**config.mk**
```make
export PLATFORM = sky130hd
export DESIGN_NAME = aer_event_arbiter
export DESIGN_NICKNAME = d
export VERILOG_FILES = /design/src/rtl/aer_event_arbiter.sv
export SDC_FILE = /design/constraint.sdc
export NUM_CORES = 1
export LEC_CHECK = 0
export ABC_AREA = 0
export ABC_CLOCK_PERIOD_IN_PS = 2200
export CAP_MARGIN = 0
export CORE_MARGIN = 5
export CORE_UTILIZATION = 45
export CTS_CLUSTER_SIZE = 24
export DETAILED_ROUTE_END_ITERATION = 10
export GPL_ROUTABILITY_DRIVEN = 0
export HOLD_SLACK_MARGIN = 0.03
export PLACE_DENSITY = 0.67
export SETUP_SLACK_MARGIN = 0.1
export SLEW_MARGIN = 0
export SYNTH_ARGS = -nofsm -noshare
export SYNTH_HDL_FRONTEND = slang
export SYNTH_SLANG_ARGS = --single-unit
```
**constraint.sdc**
```tcl
create_clock -name clk -period 2.2 [get_ports clk]
set_clock_uncertainty 0.2 [all_clocks]
set_input_delay 0.22 -clock clk [delete_from_list [all_inputs] [get_ports clk]]
set_output_delay 0.22 -clock clk [all_outputs]
set_load 0.01 [all_outputs]
```
**src/rtl/aer_event_arbiter.sv**
```systemverilog
// aer_event_arbiter: captures per-channel up/down spike edges and serialises them round-robin
// onto one four-phase req/ack AER bus with a per-phase handshake timeout.
module aer_event_arbiter #(
  parameter int NUM_CH  = 4,
  parameter int ADDR_W  = 2,
  parameter int TIMEOUT = 255
) (
  input  logic              clk,
  input  logic              reset,
  input  logic [NUM_CH-1:0] ch_up,
  input  logic [NUM_CH-1:0] ch_down,
  input  logic              ack,
  output logic              req,
  output logic [ADDR_W-1:0] addr,
  output logic              down,
  output logic              go,
  output logic              busy,
  output logic [NUM_CH-1:0] ovf,
  output logic              err
);
  localparam int CW = (TIMEOUT > 256) ? $clog2(TIMEOUT) : 8;
  typedef enum logic [1:0] {IDLE, REQ, REL} state_t;
  state_t state, state_n;
  logic [NUM_CH-1:0] up_d, dn_d, pend_up, pend_dn, up_e, dn_e, clr_up, clr_dn;
  logic [ADDR_W-1:0] ptr, win, idx;
  logic [ADDR_W:0] sum;
  logic [CW-1:0] cnt;
  logic found, win_dn, grant, tmo, to_idle, set_err;
  assign up_e = ch_up & ~up_d;
  assign dn_e = ch_down & ~dn_d;
  // Scan from ptr upward with wrap; the first channel holding any pending event wins
  always_comb begin
    win = '0;
    found = 1'b0;
    sum = '0;
    idx = '0;
    for (int i = 0; i < NUM_CH; i++) begin
      sum = {1'b0, ptr} + (ADDR_W+1)'(i);
      idx = ADDR_W'(sum >= (ADDR_W+1)'(NUM_CH) ? sum - (ADDR_W+1)'(NUM_CH) : sum);
      if (!found && (pend_up[idx] || pend_dn[idx])) begin
        found = 1'b1;
        win = idx;
      end
    end
  end
  assign win_dn = ~pend_up[win];
  assign grant = state == IDLE && found;
  assign clr_up = (grant && !win_dn) ? NUM_CH'(1) << win : '0;
  assign clr_dn = (grant && win_dn) ? NUM_CH'(1) << win : '0;
  assign tmo = TIMEOUT != 0 && cnt == CW'(TIMEOUT - 1);
  always_comb begin
    state_n = state == IDLE ? (found ? REQ : IDLE)
            : state == REQ  ? (ack ? REL : (tmo ? IDLE : REQ))
            : state == REL  ? ((!ack || tmo) ? IDLE : REL)
            : IDLE;
  end
  assign to_idle = state != IDLE && state_n == IDLE;
  assign set_err = tmo && ((state == REQ && !ack) || (state == REL && ack));
  assign req = state == REQ;
  assign busy = state != IDLE;
  // A new edge landing in the same cycle as the grant re-arms the bit without counting as overflow
  always_ff @(posedge clk) begin
    if (reset) begin
      state <= IDLE;
      up_d <= '0;
      dn_d <= '0;
      pend_up <= '0;
      pend_dn <= '0;
      ovf <= '0;
      err <= 1'b0;
      go <= 1'b0;
      cnt <= '0;
      addr <= '0;
      down <= 1'b0;
      ptr <= '0;
    end else begin
      state <= state_n;
      up_d <= ch_up;
      dn_d <= ch_down;
      pend_up <= (pend_up & ~clr_up) | up_e;
      pend_dn <= (pend_dn & ~clr_dn) | dn_e;
      ovf <= ovf | (up_e & pend_up & ~clr_up) | (dn_e & pend_dn & ~clr_dn);
      err <= err | set_err;
      go <= state == REQ && ack;
      cnt <= (state_n != state) ? '0 : cnt + CW'(1);
      if (grant) begin
        addr <= win;
        down <= win_dn;
      end
      if (to_idle) ptr <= (addr == ADDR_W'(NUM_CH - 1)) ? '0 : addr + ADDR_W'(1);
    end
  end
endmodule

```
== After elaboration in Yosys (flattened, before gate mapping) ==
Cells that the tools add are included.
Word-level totals
  register bits: 37
  output and inout bits: 11
Operators by class
  bitwise logic cells: 18
  equality and inequality tests: 5
  muxes and demuxes: 40
  reduce and logical (&&, ||, !) cells: 25
  $lt $le $gt $ge: 9
  shift operators: 1
  add/sub/neg operators: 9
Operators by type and width (count)
  $and 4x4->4: 8
  $mux 2: 14
  $bmux 1 s2: 9
  $not 4->4: 4
  $or 4x4->4: 4
  $lt 2x3->1 const B: 5
  $mux 1: 15
  $logic_and 1x1->1: 11
  $ge 3x3->1 const B: 3
  $add 8x1->8 const B: 1
  $eq 8x8->1 const B: 1
  $mux 4: 2
  $sub 2x1->2 const B: 4
  $add 2x2->3 const B: 2
  $logic_or 1x1->1: 6
  $eq 2x2->1 const B: 2
  $logic_not 1->1: 4
  $logic_not 2->1: 2
  $shl 1x2->4 const A: 1
  $add 2x1->3 const B: 1
  $ge 2x3->1 const B: 1
  $add 2x1->2 const B: 1
  $eq 2x1->1 const B: 1
  $ne 2x2->1: 1
  other kinds (4): 4

== Longest topological paths before layout ==
  word-level depth: 23
  depth in mapped cells: 7
  depth with buffers taken out: 7

== Worst setup path after synthesis ==
OpenSTA, ideal clock, no wires.
  path type: register to register
  start: register pend_up[2]
  end: register ovf[3]
  slack: 413 ps
  cell stages (with the launch flop): 6
  clock period less this slack: 1787 ps
  data arrival time: 1452 ps
  cells stage by stage: dfxtp_1 > o21bai_1 > o211a_1 > o211ai_4 > o31ai_2 > o311ai_2
Between the ends
  cells in the longest elaborated chain, start to end: 21
Ends and longest elaborated chain
  start, declared: RTL line 24  | logic [NUM_CH-1:0] up_d, dn_d, pend_up, pend_dn, up_e, dn_e, clr_up, clr_dn;
  start signal, assigned: RTL line 80  | pend_up <= (pend_up & ~clr_up) | up_e;
  $bmux 1 s2: RTL line 40  | if (!found && (pend_up[idx] || pend_dn[idx])) begin
  $mux 1 (implied by the code): RTL line 40
  $logic_or 1x1->1: RTL line 40
  $mux 1: RTL line 40
  $logic_not 1->1: RTL line 40
  $logic_and 1x1->1: RTL line 40
  $mux 1: RTL line 40
  $logic_not 1->1: RTL line 40
  [... 5 more ...]
  $bmux 1 s2: RTL line 46  | assign win_dn = ~pend_up[win];
  $mux 1 (implied by the code): RTL line 46
  $logic_and 1x1->1 or $not 1->1 (tied branches): RTL line 48, 46
  $mux 4 or $logic_and 1x1->1 (tied branches): RTL line 48, 49
  $not 4->4 or $mux 4 (tied branches): RTL line 82, 49
  $and 4x4->4 or $not 4->4 (tied branches): RTL line 82  | ovf <= ovf | (up_e & pend_up & ~clr_up) | (dn_e & pend_dn & ~clr_dn);
  $or 4x4->4 or $and 4x4->4 (tied branches): RTL line 82
  $or 4x4->4 (*): RTL line 82
  end signal, assigned: RTL line 82
  end, declared: RTL line 18  | output logic [NUM_CH-1:0] ovf,
Mark *: on every way between the ends. The rest lies on a longest branch, timed or not. The select of a mux whose other input is x is not followed.
A chain may end at the register's enable or synchronous reset.

== Worst setup path after layout ==
  start: register cnt[2]
  end: register cnt[2]
Between the ends
  cells in the longest elaborated chain, start to end: 8
Ends and longest elaborated chain
  start, declared: RTL line 27  | logic [CW-1:0] cnt;
  start signal, assigned: RTL line 85  | cnt <= (state_n != state) ? '0 : cnt + CW'(1);
  $eq 8x8->1: RTL line 50  | assign tmo = TIMEOUT != 0 && cnt == CW'(TIMEOUT - 1);
  $logic_or 1x1->1: RTL line 54  | : state == REL ? ((!ack || tmo) ? IDLE : REL)
  $mux 2 (2 in a row): RTL line 54
  $mux 2: RTL line 53  | : state == REQ ? (ack ? REL : (tmo ? IDLE : REQ))
  $mux 2: RTL line 52  | state_n = state == IDLE ? (found ? REQ : IDLE)
  $ne 2x2->1: RTL line 85
  $reduce_or 2->1 (no source line)
Parallel ways exist; a longest one is shown, timed or not.

==> results.toml <==
[hold_path]
worstHoldPathType = "reg2reg"
hold_path_end = "pend_dn[0]$_SDFF_PP0_"
hp-start = "dn_d[0]$_SDFF_PP0_"
worstHoldPathCells = 1

[run]
maxCapViolations = 0

[clocking]
cts_buffer_depth = 2
htree_num_levels = 2
cts_buffers = 5
clk_pin_slew_ps = 70
cts_resized = 0
clkSinkCount = 37
cts_root_buf = "clkbuf_8"
cts_setup_buffers = 0
clkLatencyLatePin_ps = 290
cts_tree = "built"
ctsHoldBuffers = 0

[pwr]
power.leakage_nw = 0.798
irDropWorstVdd_mv = 0.380
powerDensity_nw_per_um2 = 760

[die]
ios = 22
initial_utilization = 0.471
die_height_um = 72.4
die-area_um2 = 5240
core-area_um2 = 3720
rows = 22
chipWidth_um = 72.4

[synth]
yosysWarnings = 0
synthSimpleGateAreaFrac = 0.251
synth_seq_cells = 37
synthAdderAreaFrac = 0.0214
synth-xor-area-share = 0.0300
ys_async_sr_fraction = 0
synth_compound_area_frac = 0.233
syn_inst = 189
netlist_area_um2 = 1750
ys_types = 47
synth_top_family_by_area = "simple AND/OR/NAND/NOR gates"
ys_seq_area_frac = 0.423
synth_mux_area_frac = 0.0114
synth_edf_count = 0
ys.flop_type = "dfxtp_1"
syn_avg_cell_area_um2 = 9.26
syn-num-nets = 203

[cells_and_area]
syn_to_final_growth_pct = 20.8
finalNetCount = 229
nFillCells = 337
mostFrequentLayoutCell = "dfxtp_1"
multi_input_area_um2 = 961
n_antenna_cell = 0
seqCellArea_um2 = 741
layout_common_cells = "dfxtp_1, clkdlybuf4s50_1, nand2_1"
final_area_um2 = 2110
drive_above_1_share = 0.107

[drt]
wl_per_cell_um = 13.8
drtPass1Iterations = 4
vias = 1413
drt-initial-drc-count = 92
routed_wirelength_um = 3620
drtAntennaViolNets = 0
post-route-drc-count = 0
wl_met3_um = 243
routed.top_layer = "met4"
wl_met2_um = 1650
vias_per_cell = 5.37
wl_met1_um = 1650

[critical_path]
crit_arrival_ps = 1890
worst_setup_path_end_kind = "register"
critical_path_class = "reg2reg"
reg2reg_to = "cnt[2]$_SDFF_PP0_"
worstRegToRegCells = 5
setup.worst_path.start_class = "register"
path_cells = "and4_1 -> and4_1 -> nor2_1 -> a221oi_4 -> nor3_1"
crit_slowest_cell = "a221oi_4"
critical_path_buf_inv_count = 0
crit_path_max_incr_delay_ps = 420
worst-r2r-setup-slack_ps = 270
r2r-start = "cnt[2]$_SDFF_PP0_"
crit_fanout = 8
cp_common_cell = "and4_1"
critPathTopFamily = "simple AND/OR/NAND/NOR gates"
required_ps = 2160

[sta]
setup-tns-final_ps = 0
worstMarginPinSlew_ps = 460
fmax_ghz = 0.519
slew_headroom = 0.691
drv_slew = 0
fin_crit_sh = 0.876
fin_ws_ps = 273
rsz0062_at_grt = "no"
min_period_ps = 1930
holdWs_ps = 240
hold_viol_final = 0
setup_viol = 0

[place]
dpl.hpwl_um = 2670
dpl_cell_area_um2 = 2020
dp_slack_ps = 190
port-buffer-count = 21

[global_routing]
grtUsageTotal = 0.148
gr-total-overflow = 0
grt_max_degree = 35
grt_pass1_wl_um = 6020
antenna_found_initial = 0
grt_pass1_vias = 1396

[run_status]
outcome = "completed"
cells by family (layout without fill, tap and decap cells):
| group | count (synthesis) | count (layout) |
|---|---|---|
| AOI/OAI and AO/OA | 50 | 50 |
| xor gates and xnor gates | 6 | 6 |
| adders and majority gates | 3 | 3 |
| buffers and inverters | 14 | 40 |
| DFF | 37 | 37 |
| muxes | 2 | 2 |
| and+or+nand+nor | 77 | 77 |
routing by layer:
layer | vias to the layer above | track usage
met4 | 0 | 0.0758
met3 | 5 | 0.0568
met5 | - | 0
met2 | 37 | 0.233
met1 | 633 | 0.176
li1 | 738 | -
cells in the mapped netlist (all sizes together) (3+ instances only):
cell,number,share of area
a21oi,12,0.034
a22oi,3,0.013
and3,3,0.011
and4,4,0.020
clkbuf,5,0.011
dfxtp,37,0.42
ha,3,0.021
inv,9,0.019
nand2,14,0.030
nand2b,9,0.032
nand3,5,0.014
nor2,11,0.028
nor2b,8,0.029
nor3,12,0.034
nor3b,4,0.017
o21ai,9,0.026
o22ai,5,0.018
xor2,5,0.025
how the worst max path moves through the flow:
stage,slack [ps],endpoint,depth (start not counted),from
after floorplan,410,ovf[3]$_SDFF_PP0_,5,pend_up[2]$_SDFF_PP0_
after global placement,310,ovf[3]$_SDFF_PP0_,5,pend_up[2]$_SDFF_PP0_
after detailed placement,190,ovf[3]$_SDFF_PP0_,5,pend_up[2]$_SDFF_PP0_
after CTS,200,ovf[3]$_SDFF_PP0_,5,pend_up[2]$_SDFF_PP0_
after global routing,140,down$_SDFFE_PP0P_,5,pend_up[2]$_SDFF_PP0_
final,270,cnt[2]$_SDFF_PP0_,5,cnt[2]$_SDFF_PP0_
sequential cells by signal (all words and copies together) (netlist names):
register  flops
state         2
pend_dn       4
ovf           4
cnt           8
go            1
down          1
dn_d          4
up_d          4
err           1
pend_up       4
addr          2
ptr           2
power breakdown:
group / switching, mW / internal (mW) / total [mW]
combinational: 0.194 / 0.172 / 0.365
clock: 0.225 / 0.248 / 0.474
sequential: 0.0478 / 0.721 / 0.769
cell type report:
| class | instances | share of cell area |
|---|---|---|
| sequential | 37 | 0.350 |
| timing repair buffer | 24 | 0.110 |
| inverter | 9 | 0.0160 |
| clock buffer | 7 | 0.0408 |
| tap | 48 | 0.0284 |
| multi-input combinational | 138 | 0.454 |
stage by stage:
step | std cells | util | power, mW
5_1_grt | 263 | 0.569 | 1.70
2_1_floorplan | 189 | - | 1.01
3_5_place_dp | 256 | 0.545 | 1.15
4_1_cts | 263 | 0.568 | 1.63
3_3_place_gp | 256 | 0.545 | 1.14
6_report | 263 | 0.569 | 1.61
(Power assumes the default switching activity.)
